`config.mk`:
```
export PLATFORM = sky130hd
export DESIGN_NAME = scm_access_arbiter
export DESIGN_NICKNAME = d
export VERILOG_FILES = /design/src/rtl/scm_arb_pkg.sv /design/src/rtl/scm_rr_arbiter.sv /design/src/rtl/scm_access_arbiter.sv
export SDC_FILE = /design/constraint.sdc
export NUM_CORES = 1
export LEC_CHECK = 0
export BUFFER_PORTS_ARGS = -buffer_cell sky130_fd_sc_hd__buf_4
export CELL_PAD_IN_SITES_DETAIL_PLACEMENT = 1
export CELL_PAD_IN_SITES_GLOBAL_PLACEMENT = 1
export CORE_AREA = 2 2 242 244
export DETAILED_ROUTE_END_ITERATION = 8
export DIE_AREA = 0 0 244 246
export PLACE_DENSITY_LB_ADDON = 0.2
export SLEW_MARGIN = 20
export SYNTH_ARGS = -nofsm -noshare
export SYNTH_HDL_FRONTEND = slang
export SYNTH_SLANG_ARGS = --single-unit
```
`constraint.sdc`:
```
create_clock -name clk -period 2.9 [get_ports clk]
set_input_delay 0.145 -clock clk [delete_from_list [all_inputs] [get_ports clk]]
set_output_delay 0.145 -clock clk [all_outputs]
set_load 0.03 [all_outputs]
```
`src/rtl/scm_arb_pkg.sv`:
```
// Shared constants and helpers for the SCM access arbiter.
// Widths default to a 4-requester, 32x64b SCM.
package scm_arb_pkg;

  localparam int SCM_NUM_REQ     = 4;
  localparam int SCM_WADDR_WIDTH = 5;
  localparam int SCM_WDATA_WIDTH = 64;
  localparam int SCM_RDATA_WIDTH = 2 * SCM_WDATA_WIDTH;
  localparam int SCM_RADDR_WIDTH = SCM_WADDR_WIDTH - 1;

  function automatic int id_width(input int n);
    return (n > 1) ? $clog2(n) : 1;
  endfunction

  localparam int SCM_ID_WIDTH = id_width(SCM_NUM_REQ);

  // A 128b line holds two 64b words
  function automatic logic [31:0] line_of(input logic [31:0] waddr);
    return waddr >> 1;
  endfunction

endpackage

```
`src/rtl/scm_rr_arbiter.sv`:
```
// Round-robin arbiter with a priority pointer that moves past the winner.
// The pointer only moves when the caller reports the grant as taken.
module scm_rr_arbiter
  import scm_arb_pkg::*;
#(
  parameter int N  = 4,
  parameter int IW = id_width(N)
) (
  input  logic          clk,
  input  logic          rst,
  input  logic [N-1:0]  req,
  input  logic          adv,
  output logic [N-1:0]  gnt,
  output logic [IW-1:0] idx,
  output logic          valid
);

  logic [IW-1:0] ptr;
  logic [N-1:0]  hi_mask;
  logic [N-1:0]  hi_req;
  logic [N-1:0]  pick_vec;

  always_comb begin
    hi_mask = '0;
    for (int i = 0; i < N; i++) begin
      hi_mask[i] = (IW'(i) >= ptr);
    end
  end

  // Requests at or above the pointer win first, else wrap to the lowest
  assign hi_req   = req & hi_mask;
  assign pick_vec = (|hi_req) ? hi_req : req;
  assign valid    = |req;

  always_comb begin
    idx = '0;
    for (int i = N - 1; i >= 0; i--) begin
      if (pick_vec[i]) idx = IW'(i);
    end
  end

  always_comb begin
    gnt = '0;
    if (valid) gnt[idx] = 1'b1;
  end

  always_ff @(posedge clk) begin
    if (rst) begin
      ptr <= '0;
    end else if (adv && valid) begin
      ptr <= (idx == IW'(N - 1)) ? '0 : idx + 1'b1;
    end
  end

endmodule

```
`src/rtl/scm_access_arbiter.sv`:
```
// Shares one SCM (64b write, 128b read) between NUM_REQ requesters.
// One write and one read per cycle; same-line reads are held off.
module scm_access_arbiter
  import scm_arb_pkg::*;
#(
  parameter int NUM_REQ     = SCM_NUM_REQ,
  parameter int WADDR_WIDTH = SCM_WADDR_WIDTH,
  parameter int WDATA_WIDTH = SCM_WDATA_WIDTH,
  parameter int RDATA_WIDTH = 2 * WDATA_WIDTH,
  parameter int RADDR_WIDTH = WADDR_WIDTH - 1,
  parameter int ID_WIDTH    = id_width(NUM_REQ)
) (
  input  logic                           clk,
  input  logic                           rst,
  input  logic [NUM_REQ-1:0]             req_i,
  input  logic [NUM_REQ-1:0]             we_i,
  input  logic [NUM_REQ*WADDR_WIDTH-1:0] addr_i,
  input  logic [NUM_REQ*WDATA_WIDTH-1:0] wdata_i,
  output logic [NUM_REQ-1:0]             gnt_o,
  output logic                           rvalid_o,
  output logic [ID_WIDTH-1:0]            rid_o,
  output logic [RDATA_WIDTH-1:0]         rdata_o,
  output logic                           scm_re_o,
  output logic [RADDR_WIDTH-1:0]         scm_raddr_o,
  output logic                           scm_we_o,
  output logic [WADDR_WIDTH-1:0]         scm_waddr_o,
  output logic [WDATA_WIDTH-1:0]         scm_wdata_o,
  input  logic [RDATA_WIDTH-1:0]         scm_rdata_i
);

  logic [NUM_REQ-1:0]     w_cand;
  logic [NUM_REQ-1:0]     r_cand;
  logic [NUM_REQ-1:0]     w_gnt;
  logic [NUM_REQ-1:0]     r_gnt;
  logic [ID_WIDTH-1:0]    w_idx;
  logic [ID_WIDTH-1:0]    r_idx;
  logic                   w_valid;
  logic                   r_valid;
  logic [WADDR_WIDTH-1:0] w_addr;
  logic [WADDR_WIDTH-1:0] r_addr;
  logic [31:0]            w_line;
  logic [31:0]            r_line;
  logic                   hazard;
  logic                   r_fire;
  logic                   rvalid_q;
  logic [ID_WIDTH-1:0]    rid_q;

  assign w_cand = rst ? '0 : (req_i & we_i);
  assign r_cand = rst ? '0 : (req_i & ~we_i);

  scm_rr_arbiter #(
    .N  (NUM_REQ),
    .IW (ID_WIDTH)
  ) u_w_arb (
    .clk   (clk),
    .rst   (rst),
    .req   (w_cand),
    .adv   (w_valid),
    .gnt   (w_gnt),
    .idx   (w_idx),
    .valid (w_valid)
  );

  scm_rr_arbiter #(
    .N  (NUM_REQ),
    .IW (ID_WIDTH)
  ) u_r_arb (
    .clk   (clk),
    .rst   (rst),
    .req   (r_cand),
    .adv   (r_fire),
    .gnt   (r_gnt),
    .idx   (r_idx),
    .valid (r_valid)
  );

  assign w_addr = addr_i[w_idx*WADDR_WIDTH +: WADDR_WIDTH];
  assign r_addr = addr_i[r_idx*WADDR_WIDTH +: WADDR_WIDTH];
  assign w_line = line_of(32'(w_addr));
  assign r_line = line_of(32'(r_addr));

  // The write wins a same-line clash; the reader retries next cycle
  assign hazard = w_valid & r_valid & (w_line == r_line);
  assign r_fire = r_valid & ~hazard;

  assign gnt_o = w_gnt | (r_fire ? r_gnt : '0);

  assign scm_we_o    = w_valid;
  assign scm_waddr_o = w_addr;
  assign scm_wdata_o = wdata_i[w_idx*WDATA_WIDTH +: WDATA_WIDTH];

  assign scm_re_o    = r_fire;
  assign scm_raddr_o = r_line[RADDR_WIDTH-1:0];

  always_ff @(posedge clk) begin
    if (rst) begin
      rvalid_q <= 1'b0;
      rid_q    <= '0;
    end else begin
      rvalid_q <= r_fire;
      if (r_fire) rid_q <= r_idx;
    end
  end

  // Masking with rst drops a response whose grant preceded reset
  assign rvalid_o = rvalid_q & ~rst;
  assign rid_o    = rid_q;
  assign rdata_o  = scm_rdata_i;

endmodule

```
==> results of run 1 <==
-- placed cells by master (no fill, tap or decap), drive strengths merged, types with 2 or more instances in the layout --
cell     synthesis  layout
a2111oi          3       3
a21oi            8       8
nand2b           2       2
nor2b            5       5
buf            132     401
o21a             2       2
and3            67      67
nor2             5       5
dfxtp            7       7
or2              2       2
inv              7       7
xnor2            3       3
or3              2       2
o211ai           2       2
a31oi           67      67
and2             3       3
a22o             4       4
mux2i           18      18
a32oi            3       3
nand2          279     279
nand3            3       3
clkbuf          44       4
a22oi            2       2
ha               8       8
-- state kept, by name, summed over array words and instances, names as in the netlist --
signal	cells
u_w_arb.ptr	2
rid_o	2
u_r_arb.ptr	2
rvalid_q	1
-- report_power, final --
| group | internal (mW) | switching (mW) |
|---|---|---|
| Sequential | 0.112 | 0.0129 |
| Combinational | 0.722 | 0.839 |
| Clock | 0.184 | 0.0616 |
-- layout make-up --
| class | count | share of cell area (%) |
|---|---|---|
| multi-input cells | 500 | 39.1 |
| well taps | 765 | 13.5 |
| clock buffers | 4 | 1.11 |
| flip-flops and latches | 7 | 2.02 |
| inverters | 7 | 0.405 |
| repair buffers | 401 | 43.9 |
-- logic make-up after synthesis --
kind of cell,share of synthesized area [%]
mux,4.89
buf+inv,29.8
flops,3.51
compound gates,18.2
fa+ha+maj,2.51
simple gates,40.4
xor+xnor,0.658
-- worst paths after layout --
kind	from	depth (start not counted)	to	slack [ns]
setup / recovery	u_r_arb.ptr[1]	13	gnt_o[0]	-0.04
hold / removal	rst	2	u_w_arb.ptr[0]	0.23
setup reg to reg	u_r_arb.ptr[1]	11	u_r_arb.ptr[1]	0.34
hold reg to reg	u_w_arb.ptr[0]	2	u_w_arb.ptr[0]	0.54
-- worst max-delay path, stage by stage (launching register included) --
cell and delay, ns:
dfxtp_2 0.37, and2_1 0.16, a211oi_2 0.06, a2111oi_4 0.36, buf_12 0.16, buf_6 0.11, mux2i_1 0.21, mux2i_2 0.12
xnor2_2 0.21, and3_4 0.24, a21oi_4 0.06, buf_12 0.15, a22o_4 0.22, buf_6 0.13
-- through the flow --
stage          utilization, %  instance area [um^2]  power, mW  setup slack (ns)
3_3_place_gp             11.9                  6820       1.65            0.0903
2_1_floorplan               -                  4060       1.23           0.00336
6_report                 12.4                  7110       1.93           -0.0389
3_5_place_dp             11.9                  6820       1.65           0.00278
4_1_cts                  12.3                  7070       1.96           -0.0627
5_1_grt                  12.4                  7110       2.08            -0.161
-- metal layers --
layer,share of wire [%],vias up,track usage [%]
met1,38,2553,8.71
met5,0,-,0
li1,-,2643,-
met3,8.2,54,2.54
met2,51,291,15.3
met4,2.6,0,2.15
-- repair_timing --
| item | in CTS | in global routing |
|---|---|---|
| hold buffers | 0 | 0 |
| gates resized for setup | 16 | 4 |
| endpoints found under the setup margin | 5 | 5 |
| pin swaps | 6 | 4 |
| buffers inserted | 14 | 3 |
==> flow_summary_export.csv, run 1 <==
group,metric,value,unit
status,outcome,"finished, violations left",
status,violations,"negative setup slack",
die,io_pins,624,
pwr,ir_worst_vdd,0.000152,V
synth,yosys_warnings,0,
route,postRouteAntennaNets,0,
grt,antenna_found_initial,0,
grt,grt_pass1_wl,37.6,mm
synth,synth_cells,690,
timing,hold_viol,0,
synth,synth.top_cells.by_count,"279 x nand2_1, 128 x buf_4, 67 x and3_1, 66 x a31oi_1, 44 x clkbuf_1",
place,placed_cells,1664,
worst_setup_path,startpoint_type,"flop",
synth,synthArstFlopShare,0,%
timing,finalMaxSlewViolations,0,
timing,worst_pin_slew,0.511,ns
route,drtIter0Drc,120,
place,dp_hpwl,21.6,mm
synth,yosysUniqueCellTypes,47,
layout,seq_area,144,um^2
timing,clock_skew,0.000419,ns
die,die_x,244,um
pwr,p_per_area,272,nW/um^2
synth,netlist_area,3990,um^2
route,drc,0,
timing,relSlewSlack,65.9,%
grt,grt_max_degree,82,
timing,fin_tns_setup,-0.131,ns
timing,rsz0062_at_grt,"true",
pwr,p_leak,3.38,nW
synth,synth.most_common_cell,"nand2_1",
place,numPortBuffers,367,
route,wl,26.6,mm
hold_path,hold_path.class,"in2reg",
synth,synth_flop_cell,"dfxtp_1",
synth,avgSynthCellArea,5.79,um^2
clock_tree,htreeDepth,1,
grt,grt_overflow,0,
clock_tree,cts-root-buf,"clkbuf_16",
synth,yosysSeqAreaShare,3.51,%
layout,final_nets,1342,
layout,drive_gt1_share,47.6,%
route,firstDrtPassIters,4,
worst_setup_path,path_class,"reg2out",
synth,synthTopCellsByArea,"nand2_1 26%, buf_4 24%, and3_1 10%",
synth,ys_ff_latch,7,
layout,multi_input_area,2780,um^2
clock_tree,numCtsBuffers,3,
timing,period_minus_slack,2.94,ns
layout,antenna_cells,0,
die,die_y,246,um
route,vias,5541,
die,rows,88,
layout,nFillCells,6993,
synth,synth_top_area_share,26.2,%
run,cap_violations,0,
worst_setup_path,crit_fanout,6,
die,dieArea,60000,um^2
route,routed_via_density,3.29,
route,drt-wirelength-per-cell,15.8,um
die,start_util,6.96,%
timing,period_share,101,%
grt,grt_pass1_vias,6071,
clock_tree,clk_latency,0.23,ns
clock_tree,clk_pin_slew,0.04,ns
layout,fin_cells,1684,
grt,track_usage,8.13,%
worst_setup_path,cp-end-kind,"output pin",
die,coreArea,57400,um^2
clock_tree,cts_buffer_depth,2,
synth,synthesis.nets,1112,
clock_tree,clock-sinks,7,
worst_setup_path,required,2.76,ns
clock_tree,cts_tree,"yes",
synth,yosys.area.top_type,"nand2_1",
timing,fmax,340,MHz
timing,setup_violations,4,
place,gp_congestion,0.736,
timing,setup_ws,-0.0389,ns
timing,holdWs,0.231,ns
layout,areaGrowthSynthToFinish,78.1,%
worst_setup_path,critPathArrivalTime,2.79,ns
synth,synth_edf_count,0,
(Power assumes the default switching activity.)
==> inputs of run 2 (changes only) <==
clock period = 3.43 ns   (was 2.9 ns; I/O delays follow)
==> flow_summary_export.csv, run 2 (synthesis gave the netlist of run 1 again) <==
group,metric,value,unit
status,outcome,"finished, final reports clean",
route,vias,5476,
pwr,p_leak,3.23,nW
clock_tree,numCtsBuffers,3,
clock_tree,cts_buffer_depth,2,
die,rows,88,
timing,relSlewSlack,63.4,%
route,routed_via_density,3.29,
place,dp_hpwl,21.2,mm
place,gp_congestion,0.734,
layout,drive_gt1_share,44.3,%
timing,clock_skew,0.00489,ns
worst_setup_path,crit_fanout,11,
route,firstDrtPassIters,4,
pwr,swShare,48.5,%
layout,finish.instance_area,6790,um^2
pwr,p_per_area,228,nW/um^2
grt,grt_pass1_vias,5799,
route,drtIter0Drc,86,
pwr,combPwrFrac,79.9,%
timing,period_share,94.7,%
timing,holdWs,0.250,ns
pwr,p_int,0.797,mW
layout,layout_common_cells,"375 x buf_4, 279 x nand2_1, 67 x and3_1, 66 x a31oi_1, 17 x mux2i_1",
worst_setup_path,startpoint_type,"flop",
clock_tree,clock-sinks,7,
die,die_x,244,um
timing,setup_violations,0,
clock_tree,clk_latency,0.24,ns
timing,finalMaxSlewViolations,0,
clock_tree,cts_hold_buf,0,
timing,rsz0062_at_grt,"false",
layout,areaGrowthSynthToFinish,69.9,%
grt,grt_max_degree,71,
layout,fin_cells,1664,
grt,track_usage,7.80,%
worst_setup_path,cp-end-kind,"output pin",
route,wl,25.6,mm
die,coreArea,57400,um^2
layout,layout_commonest_cell,"buf_4",
route,drc,0,
place,placed_cell_area,6700,um^2
clock_tree,cts-root-buf,"clkbuf_16",
clock_tree,cts_tree,"yes",
layout,final_nets,1321,
timing,worst_pin_slew,0.548,ns
grt,grt_overflow,0,
die,die_y,246,um
clock_tree,clk_pin_slew,0.04,ns
place,numPortBuffers,367,
route,drt-wirelength-per-cell,15.4,um
worst_setup_path,required,3.26,ns
pwr,power_frac_clock,13.2,%
die,dieArea,60000,um^2
timing,period_minus_slack,3.25,ns
run,cap_violations,0,
timing,hold_viol,0,
layout,finish.utilization,11.8,%
worst_setup_path,critPathArrivalTime,3.08,ns
clock_tree,htreeDepth,1,
pwr,switchingPower,0.751,mW
die,start_util,6.96,%
grt,grt_pass1_wl,36.3,mm
place,placed_cells,1659,
hold_path,hold_path.class,"in2reg",
place,post-place-ws,0.361,ns
timing,setup_ws,0.181,ns
pwr,fin_total_pwr,1.55,mW
timing,fin_tns_setup,0,ns
die,io_pins,624,
grt,antenna_found_initial,1,
timing,fmax,308,MHz
worst_setup_path,path_class,"reg2out",
worst_setup_path,r2r_slack,0.66,ns
pwr,seqPwrFrac,6.9,%
route,postRouteAntennaNets,0,
pwr,ir_worst_vdd,0.000124,V
==> run 2: cell count changes in the layout (fill, tap and decap cells not counted), sizes merged <==
cell | before | now
buf | 401 | 380
clkbuf | 4 | 3
clkinv | 0 | 1
diode | 0 | 1
==> run 2: final timing paths <==
check / endpoint / from / cells past startpoint
worst max-delay path: gnt_o[0] / u_w_arb.ptr[1] / 11
worst min-delay path: u_w_arb.ptr[1] / rst / 2
worst max register to register: u_r_arb.ptr[0] / u_w_arb.ptr[1] / 10
worst min register to register: u_r_arb.ptr[0] / u_r_arb.ptr[0] / 2
==> run 2: power groups by stage <==
stage | Combinational [mW] | Clock [mW] | Sequential (mW)
final | 1.24 | 0.205 | 0.107
after CTS | 1.27 | 0.209 | 0.107
after floorplan | 0.916 | 0 | 0.112
after global routing | 1.34 | 0.213 | 0.109
after detailed placement | 1.26 | 0 | 0.108
after global placement | 1.27 | 0 | 0.108
==> run 2: cell type report <==
class                      instances  area (um^2)
clock buffer                       3         75.1
timing repair buffer             380         2910
tap                              765          957
fill                            7018        50600
inverter                           7         28.8
antenna                            1         2.50
multi-input combinational        500         2670
clock inverter                     1         5.00
sequential                         7          140
==> run 2: critical path, stage by stage, from the launching register on <==
cell,delay (ns)
dfxtp_1,0.47
nand3b_1,0.17
a21boi_2,0.08
a2111oi_4,0.32
buf_6,0.24
nand2_1,0.07
and3_1,0.17
a31oi_2,0.23
mux2_2,0.45
a21oi_4,0.28
a22o_1,0.19
buf_4,0.16
==> run 2: layer usage <==
metal	track usage (%)	part of all wire, %	vias up
met2	14.2	51	301
met1	8.55	38	2525
met5	0	0	-
li1	-	-	2599
met4	1.87	2.0	0
met3	2.78	8.9	51
==> run 2: repair_timing <==
action	CTS	global route
buffers inserted	0	0
resized for setup	0	1
endpoints found under the hold margin	0	0
endpoints found under the setup margin	0	4
==> inputs of run 3 (changes only) <==
clock period = 3.9 ns   (was 3.43 ns; I/O delays follow)
==> flow_summary_export.csv, run 3 (synthesis gave the netlist of run 1 again) <==
group,metric,value,unit
die,die_x,244,um
layout,areaGrowthSynthToFinish,69.1,%
layout,finish.utilization,11.8,%
timing,setup_ws,0.378,ns
timing,relSlewSlack,40.8,%
die,dieArea,60000,um^2
route,routed_via_density,3.26,
route,drtIter0Drc,111,
route,vias,5420,
grt,grt_overflow,0,
worst_setup_path,cp_top_family,"compound AO/OA/AOI/OAI gates",
timing,fmax,284,MHz
timing,period_share,90.3,%
route,drt-wirelength-per-cell,15.6,um
place,gp_congestion,0.732,
hold_path,hold_path.class,"in2reg",
die,coreArea,57400,um^2
run,cap_violations,0,
layout,antenna_cells,0,
status,outcome,"finished, final reports clean",
layout,drive_gt1_share,44.2,%
layout,final_nets,1319,
timing,finalMaxSlewViolations,0,
clock_tree,numCtsBuffers,3,
worst_setup_path,cpPeakStageDelay,0.55,ns
hold_path,hp-start,"rst",
clock_tree,clock-sinks,7,
worst_setup_path,path_cells,"nand3b_1, a21boi_2, a2111oi_4, buf_4, mux2i_1, mux2i_2, xnor2_1, and3_1, a21oi_4, a22o_1, buf_4",
timing,clock_skew,0.00489,ns
place,numPortBuffers,367,
grt,track_usage,7.95,%
layout,layout_commonest_cell,"buf_4",
place,post-place-ws,0.451,ns
timing,worst_pin_slew,0.876,ns
pwr,p_per_area,201,nW/um^2
timing,rsz0062_at_grt,"false",
timing,setup_violations,0,
grt,grt_max_degree,72,
die,rows,88,
worst_setup_path,critPathArrivalTime,3.33,ns
worst_setup_path,path_class,"reg2out",
grt,grt_pass1_vias,5965,
worst_setup_path,critPathBufInv,2,
clock_tree,cts_hold_buf,0,
place,dp_hpwl,21.3,mm
worst_setup_path,cp-end-kind,"output pin",
worst_setup_path,crit_path_frequent_cell,"buf_4",
worst_setup_path,crit_fanout,7,
route,postRouteAntennaNets,0,
clock_tree,ctsResizeCount,0,
grt,grt_busiest_layer,"met2",
die,die_y,246,um
clock_tree,cts-root-buf,"clkbuf_16",
timing,fin_tns_setup,0,ns
worst_setup_path,required,3.70,ns
grt,gr-usage-met3,2.78,%
layout,layout_common_cells,"375 x buf_4, 279 x nand2_1, 67 x and3_1, 66 x a31oi_1, 17 x mux2i_1",
timing,period_minus_slack,3.52,ns
pwr,p_leak,3.22,nW
clock_tree,post_cts.repair.setup_buffers,0,
die,io_pins,624,
timing,hold_viol,0,
clock_tree,cts_buffer_depth,2,
route,drc,0,
worst_setup_path,critPathSlowestCell,"a2111oi_4",
route,firstDrtPassIters,4,
route,wl,25.9,mm
pwr,ir_worst_vdd,0.000105,V
die,start_util,6.96,%
grt,antenna_found_initial,0,
worst_setup_path,timing.rr.start,"u_w_arb.ptr[1]",
grt,grt_pass1_wl,37.1,mm
clock_tree,htreeDepth,1,
clock_tree,cts_tree,"yes",
worst_setup_path,startpoint_type,"flop",
grt,use_met2,14.5,%
worst_setup_path,crit_path_start,"u_w_arb.ptr[1]",
clock_tree,clk_latency,0.24,ns
clock_tree,clk_pin_slew,0.04,ns
grt,use_met1,8.74,%
[run 3: final cells by class]
cell class,instances,area [um^2]
sequential,7,140
clock buffer,3,75.1
clock inverter,1,5.00
inverter,7,28.8
timing repair buffer,378,2880
fill,7053,50600
tap,765,957
multi-input combinational,500,2670
[run 3: path summary, 6_finish.rpt]
path,end,slack [ns],depth (start not counted)
hold / removal,u_w_arb.ptr[1],0.26,2
setup reg to reg,u_r_arb.ptr[0],0.92,10
setup / recovery,gnt_o[0],0.38,11
hold reg to reg,u_r_arb.ptr[0],0.52,2
[run 3: per-stage QoR]
stage / instance area, um^2 / power, mW / cells / hold WS, ns
2_1_floorplan: 3990 / 0.904 / 690 / 0.425
3_3_place_gp: 6670 / 1.20 / 1657 / 0.390
3_5_place_dp: 6670 / 1.20 / 1657 / 0.390
4_1_cts: 6750 / 1.39 / 1661 / 0.269
5_1_grt: 6750 / 1.46 / 1661 / 0.293
6_report: 6750 / 1.36 / 1661 / 0.261
[run 3: routing by layer]
| layer | wire length (um) | up-vias |
|---|---|---|
| met2 | 13100 | 308 |
| li1 | - | 2596 |
| met4 | 636 | 0 |
| met1 | 9860 | 2465 |
| met5 | 0 | - |
| met3 | 2350 | 51 |
[run 3: where the power goes]
part | leakage (nW) | internal (mW) | total (mW) | switching (mW)
Sequential | 0.0582 | 0.0821 | 0.0929 | 0.0108
Combinational | 3.12 | 0.478 | 1.08 | 0.604
Clock | 0.0409 | 0.135 | 0.182 | 0.0469
